==> config.mk <==
export PLATFORM = sky130hd
export DESIGN_NAME = snes_serial_out
export DESIGN_NICKNAME = d
export VERILOG_FILES = /design/src/rtl/snes_serial_out.sv
export SDC_FILE = /design/constraint.sdc
export NUM_CORES = 1
export LEC_CHECK = 0
export CORE_ASPECT_RATIO = 1.75
export CORE_MARGIN = 2
export CORE_UTILIZATION = 40
export DETAILED_ROUTE_END_ITERATION = 6
export GPL_TIMING_DRIVEN = 0
export SYNTH_ARGS = -nofsm -noshare
export SYNTH_HDL_FRONTEND = slang
export SYNTH_SLANG_ARGS = --single-unit
==> constraint.sdc <==
create_clock -name osc_clk -period 5.15 [get_ports osc_clk]
set_input_delay 0.7725 -clock osc_clk [delete_from_list [all_inputs] [get_ports osc_clk]]
set_output_delay 0.7725 -clock osc_clk [all_outputs]
set_load 0.01 [all_outputs]
==> src/rtl/snes_serial_out.sv <==
// -----------------------------------------------------------------------------
// snes_serial_out
//
// Emulates the serial port of an SNES controller. The decoded 16-bit button
// word from the IR receive path is held for HOLD_CYCLES after the remote stops
// reporting it. The held word is shifted out LSB-first when the console pulses
// LATCH and then toggles CLOCK.
//
// Ports
//   osc_clk     in   1   system clock, all logic on its rising edge
//   reset       in   1   asynchronous, active-high reset
//   btn_in      in   16  decoded buttons, 1 = pressed, bit0 = B
//   snes_latch  in   1   console LATCH, asynchronous to osc_clk, active-high
//   snes_clk    in   1   console CLOCK, asynchronous to osc_clk, idles high
//   snes_data   out  1   serial data to console, active-low, registered
//   btn_held    out  16  currently held button word, 1 = pressed
//   frame_done  out  1   one-cycle pulse after the last bit has been shifted
// -----------------------------------------------------------------------------
module snes_serial_out #(
    parameter int HOLD_CYCLES = 240000,
    parameter int NUM_BITS    = 16,
    parameter int SYNC_STAGES = 2
) (
    input  logic        osc_clk,
    input  logic        reset,
    input  logic [15:0] btn_in,
    input  logic        snes_latch,
    input  logic        snes_clk,
    output logic        snes_data,
    output logic [15:0] btn_held,
    output logic        frame_done
);

    localparam int CNT_W  = $clog2(NUM_BITS + 1);
    localparam int HOLD_W = $clog2(HOLD_CYCLES);

    localparam logic [HOLD_W-1:0] HOLD_RELOAD = HOLD_W'(HOLD_CYCLES - 1);
    localparam logic [CNT_W-1:0]  LAST_BIT    = CNT_W'(NUM_BITS - 1);

    typedef enum logic [1:0] {
        IDLE,
        LOAD,
        SHIFT,
        DONE
    } state_t;

    state_t state;

    logic [SYNC_STAGES-1:0] latch_sync;
    logic [SYNC_STAGES-1:0] clk_sync;
    logic                   latch_prev;
    logic                   clk_prev;

    logic latch_s;
    logic clk_s;
    logic latch_rise;
    logic latch_fall;
    logic clk_rise;

    logic [HOLD_W-1:0] hold_cnt;
    logic [15:0]       shreg;
    logic [CNT_W-1:0]  bit_cnt;

    // Console pins are synchronised, then compared against their previous
    // synchronised value. Idle levels (latch low, clock high) are the reset
    // values so that no false edge appears when reset releases.
    always_ff @(posedge osc_clk or posedge reset) begin
        if (reset) begin
            latch_sync <= '0;
            clk_sync   <= '1;
            latch_prev <= 1'b0;
            clk_prev   <= 1'b1;
        end else begin
            latch_sync <= {latch_sync[SYNC_STAGES-2:0], snes_latch};
            clk_sync   <= {clk_sync[SYNC_STAGES-2:0], snes_clk};
            latch_prev <= latch_s;
            clk_prev   <= clk_s;
        end
    end

    assign latch_s    = latch_sync[SYNC_STAGES-1];
    assign clk_s      = clk_sync[SYNC_STAGES-1];
    assign latch_rise = latch_s & ~latch_prev;
    assign latch_fall = ~latch_s & latch_prev;
    assign clk_rise   = clk_s & ~clk_prev;

    // Press hold: any non-zero code is captured immediately and restarts the
    // countdown; the word is dropped only once the countdown has expired.
    always_ff @(posedge osc_clk or posedge reset) begin
        if (reset) begin
            btn_held <= '0;
            hold_cnt <= '0;
        end else if (btn_in != '0) begin
            btn_held <= btn_in;
            hold_cnt <= HOLD_RELOAD;
        end else if (hold_cnt != '0) begin
            hold_cnt <= hold_cnt - HOLD_W'(1);
        end else begin
            btn_held <= '0;
        end
    end

    // Serial frame FSM. snes_data is registered and always updated together
    // with the state it belongs to, so it follows the synchronised pins with a
    // fixed latency.
    always_ff @(posedge osc_clk or posedge reset) begin
        if (reset) begin
            state      <= IDLE;
            shreg      <= '0;
            bit_cnt    <= '0;
            snes_data  <= 1'b1;
            frame_done <= 1'b0;
        end else begin
            frame_done <= 1'b0;
            unique case (state)
                IDLE: begin
                    snes_data <= 1'b1;
                    if (latch_s) begin
                        state     <= LOAD;
                        shreg     <= btn_held;
                        snes_data <= ~btn_held[0];
                    end
                end

                // Reload every cycle: the value present when latch falls is
                // the snapshot the frame is shifted from.
                LOAD: begin
                    shreg     <= btn_held;
                    snes_data <= ~btn_held[0];
                    if (latch_fall) begin
                        state   <= SHIFT;
                        bit_cnt <= '0;
                    end
                end

                // A latch edge takes priority over a clock edge in the same
                // cycle; the clock edge is simply dropped.
                SHIFT: begin
                    if (latch_rise) begin
                        state     <= LOAD;
                        shreg     <= btn_held;
                        snes_data <= ~btn_held[0];
                    end else if (clk_rise) begin
                        shreg   <= {1'b0, shreg[15:1]};
                        bit_cnt <= bit_cnt + CNT_W'(1);
                        if (bit_cnt == LAST_BIT) begin
                            state      <= DONE;
                            frame_done <= 1'b1;
                            snes_data  <= 1'b0;
                        end else begin
                            snes_data <= ~shreg[1];
                        end
                    end
                end

                // A real controller drives 0 for clocks past the last bit.
                DONE: begin
                    snes_data <= 1'b0;
                    if (latch_s) begin
                        state     <= LOAD;
                        shreg     <= btn_held;
                        snes_data <= ~btn_held[0];
                    end
                end

                default: begin
                    state     <= IDLE;
                    snes_data <= 1'b1;
                end
            endcase
        end
    end

endmodule

---- After elaboration in Yosys (flattened, before gate mapping) ----
Cells that the tools add are included.
word-level totals
  flip-flop bits (word level) ............. 65
  bits of input ports ..................... 20
  logic and storage cells ................. 69
operators by class
  add/sub/neg operators ................... 2
  eq/ne operators ......................... 11
  muxes and demuxes ....................... 28
  bitwise operators ....................... 8
  reduce and logical (&&, ||, !) cells .... 9
operator list
  kind                                                                      number
  16-bit two-way mux                                                        5
  16-bit one-hot mux with 3 select lines                                    1
  18-bit two-way mux                                                        2
  18-bit nonzero test                                                       1
  18-bit by 1-bit subtractor with 18-bit output (second input constant)     1
  16-bit nonzero test                                                       1
  5-bit two-way mux                                                         3
  2-bit two-way mux                                                         5
  5-bit one-hot mux with 2 select lines                                     1
  1-bit two-way mux                                                         9
  2-bit inequality test (second input constant)                             4
  4-bit AND reduction                                                       2
  3-bit inequality test (second input constant)                             2
  2-bit one-hot mux with 3 select lines                                     1
  5-bit by 1-bit adder with 5-bit output (second input constant)            1
  5-bit by 4-bit == test with 1-bit output (second input constant)          1
  1-bit inverter                                                            5
  2-bit == test (second input constant)                                     2
  1-bit one-hot mux with 4 select lines                                     1
  2-bit nonzero test                                                        2
  1-bit bitwise AND                                                         3
  2-bit by 1-bit == test with 1-bit output (second input constant)          1
  2-bit zero test                                                           1
  2-bit by 1-bit inequality test with 1-bit output (second input constant)  1
  2 further kinds                                                           2

---- Longest topological paths before layout ----
Gate-level depths: netlist of run 1.
  depth in word-level cells ............... 5
  mapped depth ............................ 9
  depth with buffers taken out ............ 7

---- Worst setup path after synthesis of run 1 ----
OpenSTA, ideal clock, no wires.
  kind .................................... flip-flop to flip-flop
  start point ............................. register hold_cnt[0]
  end point ............................... register btn_held[0]
  setup time .............................. 0.118 ns
  arrival time ............................ 2.155 ns
  required time ........................... 5.032 ns
  path slack .............................. 2.877 ns
  stages on the path, launching flop included .. 10
  period minus slack after synthesis ...... 2.273 ns
  path through ............................ dfrtp_1 > inv_1 > ha_1 > or4b_1 > or4_4 > buf_6 > nor2_8 > nor2_4 > buf_6 > a21o_1
between the ends
  longest elaborated chain between the ends .. 2
ends and longest elaborated chain
  element                                 line  source
  start: declaration                      60    logic [HOLD_W-1:0] hold_cnt;
  start signal: assignment                97    hold_cnt <= hold_cnt - HOLD_W'(1);
  18-bit nonzero test                     96    end else if (hold_cnt != '0) begin
  2-bit inequality test (no source line)  -
  end signal: assignment                  94    btn_held <= btn_in;
  end: declaration                        30    output logic [15:0] btn_held,
Every way passes these cells.
A chain may end at the register's enable or synchronous reset.

---- Worst setup path in the final report of run 1 ----
  start point ............................. input port btn_in[3]
  end point ............................... register btn_held[2]
between the ends
  longest elaborated chain between the ends .. 2
  elaborated cells between the ends (all ways) .. 3
  those cells by class .................... eq/ne (1); mux (1); reduce/logical (1)
ends and longest elaborated chain
  element                                                                              line  source
  start: declaration                                                                   26    input logic [15:0] btn_in,
  16-bit nonzero test (*)                                                              93    end else if (btn_in != '0) begin
  2-bit inequality test (no source line) / 16-bit two-way mux (equally long branches)  -
Mark *: on every way between the ends. The rest lies on a longest branch, timed or not.

==> summary.md, run 1 <==
| Metric | Value |
|---|---|
| Synth Flop Type | dfrtp_1 |
| Vias per inst | about 5.4 |
| Skew final | 0.00558 ns |
| Total number of vias | 2212 |
| Count leader, synth | dfrtp_1 |
| Worst slew pin tran | 0.678 ns |
| Worst flop-to-flop path startpoint | hold_cnt[0] |
| Ys async rst share | 1.00 |
| Clock root cell | clkbuf_16 |
| Switching share of power | 0.280 |
| Cells after Synth | 270 |
| Htree depth | 3 |
| Post-synth EDFFs | 0 |
| Initial antenna violation count | 0 |
| Setup_tns | 0 ns |
| Max incr delay on CP | between 0.5 and 0.6 ns |
| Max Cap Viol | 0 |
| Yosys cell types | 46 |
| Syn. warnings | 0 |
| # DRC | 0 |
| Crit-path slowest cell | nor4_1 |
| Final Hold Viols | 0 |
| Clk sink count | 64 |
| Critical path class | primary input to flip-flop |
| Clock power frac | 0.390 |
| Synth area leader | dfrtp_1 |
| Synth top area cells | dfrtp_1 51%, mux2i_1 5.4%, o21ai_0 4.6% |
| Combinational power share | 0.209 |
| Switching Power | 456 uW |
| Core area | 7180 um2 |
| Largest net degree at the start of global routing | 36 |
| Worst-path clk slew | 0.05 ns |
| CTS Buf Count | 9 |
| Final Max Tran Viols | 0 |
| Post-CTS Repair Setup Buffers | 0 |
| Clk Latency, worst-skew pair | around 0.33 ns |
| Fin cells | ~400 |
| Wire length per cell | 16.0 um |
| Clock period minus worst slack | ~2.7 ns |
| Synth top area share | 0.509 |
| Nets | 347 |
| Total GRT Usage | 0.185 |
| Area Overhead vs Synth | 27.7% |
| Arr. time, crit path | between 2 and 3 ns |
| Maximum vdd ir drop | 0.000217 V |
| Top cells by count, synth | 60 x dfrtp_1, 27 x o21ai_0, 26 x nand2_1 |
| CP max FO | 10 |
| CP startpoint kind | primary input |
| Critical path, cell by cell | clkdlybuf4s50_1 -> nor4_1 -> nand4_1 -> nor2_4 -> buf_6 -> a21o_1 |
| Fraction of layout cells with a size suffix above 1 | 0.102 |
| Worst hold start | clk_sync[0] |
| Status | finished clean |
| Relative slew slack | 0.548 |
| CTS Hold Bufs | 0 |
| Effective utilization at floorplan | 0.410 |
| Leakage | 0.00164 uW |
| Sequential element share of the synthesized area | 0.545 |
| Hold WC Path Type | flip-flop to flip-flop |
| Placed Instances | 394 |
| Final period util | 0.517 |
| Final setup vio count | 0 |
| Grt ovf | 0 |
| Syn_nets | 298 |
| Die Ht | 118 um |
| PostCTS Resize Cnt | 0 |
| Post-Route WL | 6.54 mm |
| Antenna cells | 0 |
| Mean Syn Cell Area | 10.9 um2 |
| FILL cells | 654 |
| Pwr Density | 433 nW/um2 |
| Vias in the first global route | 2291 |
| CP endpoint kind | flip-flop |
| RSZ-0062 raised after global routing | no |
| Io pins | 38 |
| First-pass GRT wire length | 11.0 mm |
| F_max | about 380 MHz |
| RD Place Congestion | around 0.77 |
| Yosys reg bits | 64 |
| Cell internal pwr | 1170 uW |
| Starting DRC count in detailed routing | 93 |
| TritonCTS clock tree | done |
| Site row count | 41 |
| Mapped Area | between 2000 and 3000 um2 |
| Die X | ~69 um |
| Antenna Violating Nets Remaining | 0 |
| Placed wire-length estimate | 4.82 mm |
| Pre-Repair DR Iteration Count | 4 |
| Die area | 8100 um2 |
| Crit path from | btn_in[3] |
| Overall power | 1630 uW |
| Worst-case clock buffer depth | 2 |
| Seq pwr share | 0.401 |
| CP required | between 5 and 6 ns |
| Port buffer count | 37 |
==> state kept, by name (all words and copies together), names as in the netlist, 2 cells and up <==
name and cells:
bit_cnt 5, btn_held 16, clk_sync 2, hold_cnt 18, latch_sync 2, shreg 15, state 2
==> layer usage <==
metal	GRT usage	up-vias	routed length, um	share of wire
met3	0.0392	9	232	0.035
met2	0.318	33	3630	0.55
met5	0	-	0	0
li1	-	1079	-	-
met1	0.208	1091	2530	0.39
met4	0.0882	0	152	0.023
==> critical path, delay by kind of cell <==
| family | cells | cell delay [ns] |
|---|---|---|
| simple gates | 3 | 1.41 |
| compound gates | 1 | 0.12 |
| buf+inv | 2 | 0.62 |
==> per-stage QoR <==
step / instance area, um2 / worst slack (ns) / hold WS, ns / util
floorplan: 2950 / 2.79 / 0.331 / -
global placement: 3430 / 1.55 / 0.334 / 0.477
detailed placement: 3450 / 2.06 / 0.337 / 0.480
CTS: 3760 / 2.42 / 0.355 / 0.524
global route: 3760 / 2.33 / 0.357 / 0.524
finish: 3760 / 2.49 / 0.353 / 0.524
==> power by group through the flow <==
stage	registers [uW]	clock network (uW)	logic, uW
floorplan	651	0	238
global placement	659	0	339
detailed placement	663	0	348
CTS	654	649	350
global route	665	674	394
finish	653	636	340
==> cell type report <==
type,count,area (um2),area share
flip-flops and latches,64,1610,0.427
repair buffers,38,390,0.104
clock inverters,2,35.0,0.00931
well taps,86,108,0.0286
multi-input cells,185,1240,0.331
inverters,11,41.3,0.0110
plain buffers,10,55.1,0.0146
clock buffers,14,284,0.0754
==> kinds of logic (layout without fill, tap and decap cells) <==
group                    after synthesis  in the layout  share of synthesized area
buffers and inverters                 21             75                     0.0327
adder cells (fa/ha/maj)                9              9                     0.0374
AND/OR/NAND/NOR                       87             87                      0.165
multiplexers                          17             17                     0.0581
flip-flops                            64             64                      0.545
XOR/XNOR                               7              7                     0.0208
AO/OA/AOI/OAI                         65             65                      0.141
==> cells in the final DEF, fill, tap and decap left out, drive strengths merged, types with 3 or more instances in the layout <==
| cell | n |
|---|---|
| clkbuf | 20 |
| dfrtp | 60 |
| nand3 | 9 |
| or4 | 6 |
| nand2 | 26 |
| inv | 11 |
| nor2 | 12 |
| clkdlybuf4s50 | 37 |
| buf | 5 |
| or3 | 7 |
| dfstp | 4 |
| o21ai | 27 |
| nand4 | 3 |
| a21o | 16 |
| xor2 | 4 |
| mux2i | 16 |
| o31ai | 3 |
| ha | 8 |
| xnor2 | 3 |
| a21oi | 6 |
| nor4 | 7 |
| nor3 | 6 |
==> path summary, 6_finish.rpt <==
kind | endpoint | cells after the start | slack (ns)
worst max-delay path | btn_held[2] | 6 | 2.49
worst min-delay path | clk_sync[1] | 0 | 0.35
worst max register to register | btn_held[2] | 9 | 2.65
worst min register to register | clk_sync[1] | 0 | 0.35
max in group asynchronous | btn_held[9] | 3 | 3.66
min in group asynchronous | hold_cnt[3] | 2 | 0.87
(Power assumes the default switching activity.)
==> run 2: changes to the inputs <==
==> constraint.sdc (replaced) <==
create_clock -name osc_clk -period 2.26 [get_ports osc_clk]
set_input_delay 0.339 -clock osc_clk [delete_from_list [all_inputs] [get_ports osc_clk]]
set_output_delay 0.339 -clock osc_clk [all_outputs]
set_load 0.01 [all_outputs]
==> run 2 against run 1 <==
Global-route usage about the same. Critical endpoint unchanged. Largest cell class unchanged. Utilization increased by 1.9 points. Clock power increased by 120%. Final area up 3.7%. Worst hold slack gained 0.00071 ns. Count of clock-buffer cells in the layout fell by 2. Non-clock buffer count is 8 higher. Sequential power rose by 130%. The flow now finishes with violations (setup timing). Cell count grew 1.7%.
==> summary.md, run 2 (synthesis results as in run 1) <==
| Metric | Value |
|---|---|
| Most frequent cells in the layout | 60 x dfrtp_1, 37 x clkdlybuf4s50_1, 26 x nand2_1 (was 60 x dfrtp_1, 37 x clkdlybuf4s50_1, 27 x o21ai_0) |
| Effective utilization at floorplan | 0.410 (unchanged) |
| Worst flop-to-flop path startpoint | hold_cnt[1] (was hold_cnt[0]) |
| CP max FO | 7 (was 10) |
| Status | finished with violations (was finished clean) |
| Die Ht | 118 um (unchanged) |
| Pre-Repair DR Iteration Count | 4 (unchanged) |
| Registers with the most flip-flops | hold_cnt x18, btn_held x16, shreg x15 (unchanged) |
| Max reg flops | 18 (unchanged) |
| Commonest non-fill, non-tap cell in the layout | dfrtp_1 (unchanged) |
| Fin cells | 417 (was 410) |
| Hold WC Path Type | flip-flop to flip-flop (unchanged) |
| Arr. time, crit path | 2.56 ns (was 2.93 ns) |
| Clk sink count | 64 (unchanged) |
| Clock period minus worst slack | 2.34 ns |
| Clk Latency, worst-skew pair | 0.33 ns (about the same) |
| Maximum vdd ir drop | 0.000615 V (was 0.000217 V) |
| Worst hold start | clk_sync[0] (unchanged) |
| Failing checks | setup timing |
| Total number of vias | 2271 (was 2212) |
| F_max | approximately 430 MHz |
| Clock root cell | clkbuf_16 (unchanged) |
| Worst slew pin tran | 0.655 ns (was 0.678 ns) |
| RSZ-0062 raised after global routing | yes (was no) |
| Final Max Tran Viols | 0 (unchanged) |
| Critical path class | flip-flop to flip-flop (was primary input to flip-flop) |
| Total GRT Usage | 0.185 (about the same) |
| Starting DRC count in detailed routing | 92 (was 93) |
| Port buffer count | 37 (unchanged) |
| Antenna cells | 0 (unchanged) |
| Final period util | 1.04 |
| Final setup vio count | 21 (was 0) |
| Io pins | 38 (unchanged) |
| Max Cap Viol | 0 (unchanged) |
| Skew final | 0.00797 ns (was 0.00558 ns) |
| Placed Instances | 394 (unchanged) |
| Crit path from | hold_cnt[1] (was btn_in[3]) |
| Reg with most FFs | hold_cnt (unchanged) |
| CTS Buf Count | 9 (unchanged) |
| Wire length per cell | 16.5 um (was 16.0 um) |
| Placement Setup Slack | -0.477 ns (was 2.06 ns) |
| Die X | 68.9 um (unchanged) |
| CTS Hold Bufs | 0 (unchanged) |
| Htree depth | 3 (unchanged) |
| # DRC | 0 (unchanged) |
| RD Place Congestion | 0.836 (was 0.766) |
| Worst-path clk slew | 0.05 ns (about the same) |
| CP startpoint kind | flip-flop (was primary input) |
| Largest net degree at the start of global routing | 36 (unchanged) |
| CP required | 2.47 ns (was 5.42 ns) |
| Nets | 355 (was 347) |
| Leakage | 0.00169 uW (was 0.00164 uW) |
| Vias in the first global route | 2320 (was 2291) |
| Placed wire-length estimate | 4.81 mm (was 4.82 mm) |
| Vias per inst | 5.45 (was 5.40) |
| Core area | 7180 um2 (unchanged) |
| Fraction of layout cells with a size suffix above 1 | 0.160 (was 0.102) |
| Worst-case clock buffer depth | 2 (unchanged) |
| Hold path depth | 0 (unchanged) |
| Grt ovf | 0 (unchanged) |
| TritonCTS clock tree | done (unchanged) |
| Initial antenna violation count | 0 (unchanged) |
| Reg2reg path depth | 8 (was 9) |
| Relative slew slack | 0.563 (was 0.548) |
| Overall power | 3670 uW (was 1630 uW) |
| First-pass GRT wire length | 11.0 mm (about the same) |
| Post-route setup slack | -0.0817 ns (was 2.49 ns) |
| Site row count | 41 (unchanged) |
| Antenna Violating Nets Remaining | 0 (unchanged) |
| Post-Route WL | 6.90 mm (was 6.54 mm) |
| Area Overhead vs Synth | 32.4% (was 27.7%) |
| Final Hold Viols | 0 (unchanged) |
| CP endpoint kind | flip-flop (unchanged) |
| Die area | 8100 um2 (unchanged) |
| Pwr Density | 940 nW/um2 (was 433 nW/um2) |
run 2: changes by cell type in the layout (fill, tap and decap cells not counted), moves of 2 or more:
cell	before	now
o21ai_1	0	2
buf_4	0	7
clkbuf_1	7	5
buf_2	2	0
inv_2	1	3
inv_1	10	8
o21ai_0	27	24
run 2: routing by layer:
| metal | GRT usage | part of all wire |
|---|---|---|
| met5 | 0 | 0 |
| met4 | 0.0772 | 0.024 |
| met3 | 0.0488 | 0.026 |
| met2 | 0.331 | 0.57 |
| met1 | 0.194 | 0.38 |
run 2: power by group:
| group | switching, uW | internal [uW] | leakage, uW |
|---|---|---|---|
| clock | 471 | 932 | 0.000154 |
| combinational | 435 | 340 | 0.000805 |
| sequential | 129 | 1360 | 0.000733 |
| total | 1030 | 2630 | 0.00169 |
run 2: final cells by class:
cell class              instances  area, um2
clock buffers                  12        267
inverters                      11       41.3
flip-flops and latches         64       1610
fillers                       655       3280
plain buffers                   9       53.8
well taps                      86        108
multi-input cells             185       1310
clock inverters                 3       40.0
repair buffers                 47        474
run 2: worst paths after layout:
check | slack (ns) | endpoint
min in group asynchronous | 0.43 | hold_cnt[1]
worst max register to register | -0.08 | btn_held[2]
worst min-delay path | 0.35 | clk_sync[1]
worst min register to register | 0.35 | clk_sync[1]
worst max-delay path | -0.08 | btn_held[2]
max in group asynchronous | 1.22 | shreg[9]
run 2: repair_timing:
action,in CTS,in global routing
endpoints found under the setup margin,23,27
gates cloned,1,0
pin swaps,2,18
gates resized for setup,9,13
setup buffers,7,1
run 2: critical path, cell delays in order, from the launching register on:
cell,delay [ns]
dfrtp_1,0.38
inv_2,0.08
ha_4,0.13
or4b_4,0.51
or4_4,0.59
nor2_8,0.15
nor2_4,0.09
buf_6,0.14
a21o_1,0.15
run 2: metrics by stage:
stage	hold WS, ns	TNS (ns)	cell area [um2]	utilization
floorplan	0.331	0	2950	-
finish	0.354	-1.33	3900	0.544
global placement	0.335	-61.71	3430	0.478
CTS	0.355	-0.425	3840	0.534
global route	0.363	-2.60	3900	0.544
detailed placement	0.348	-8.48	3450	0.480
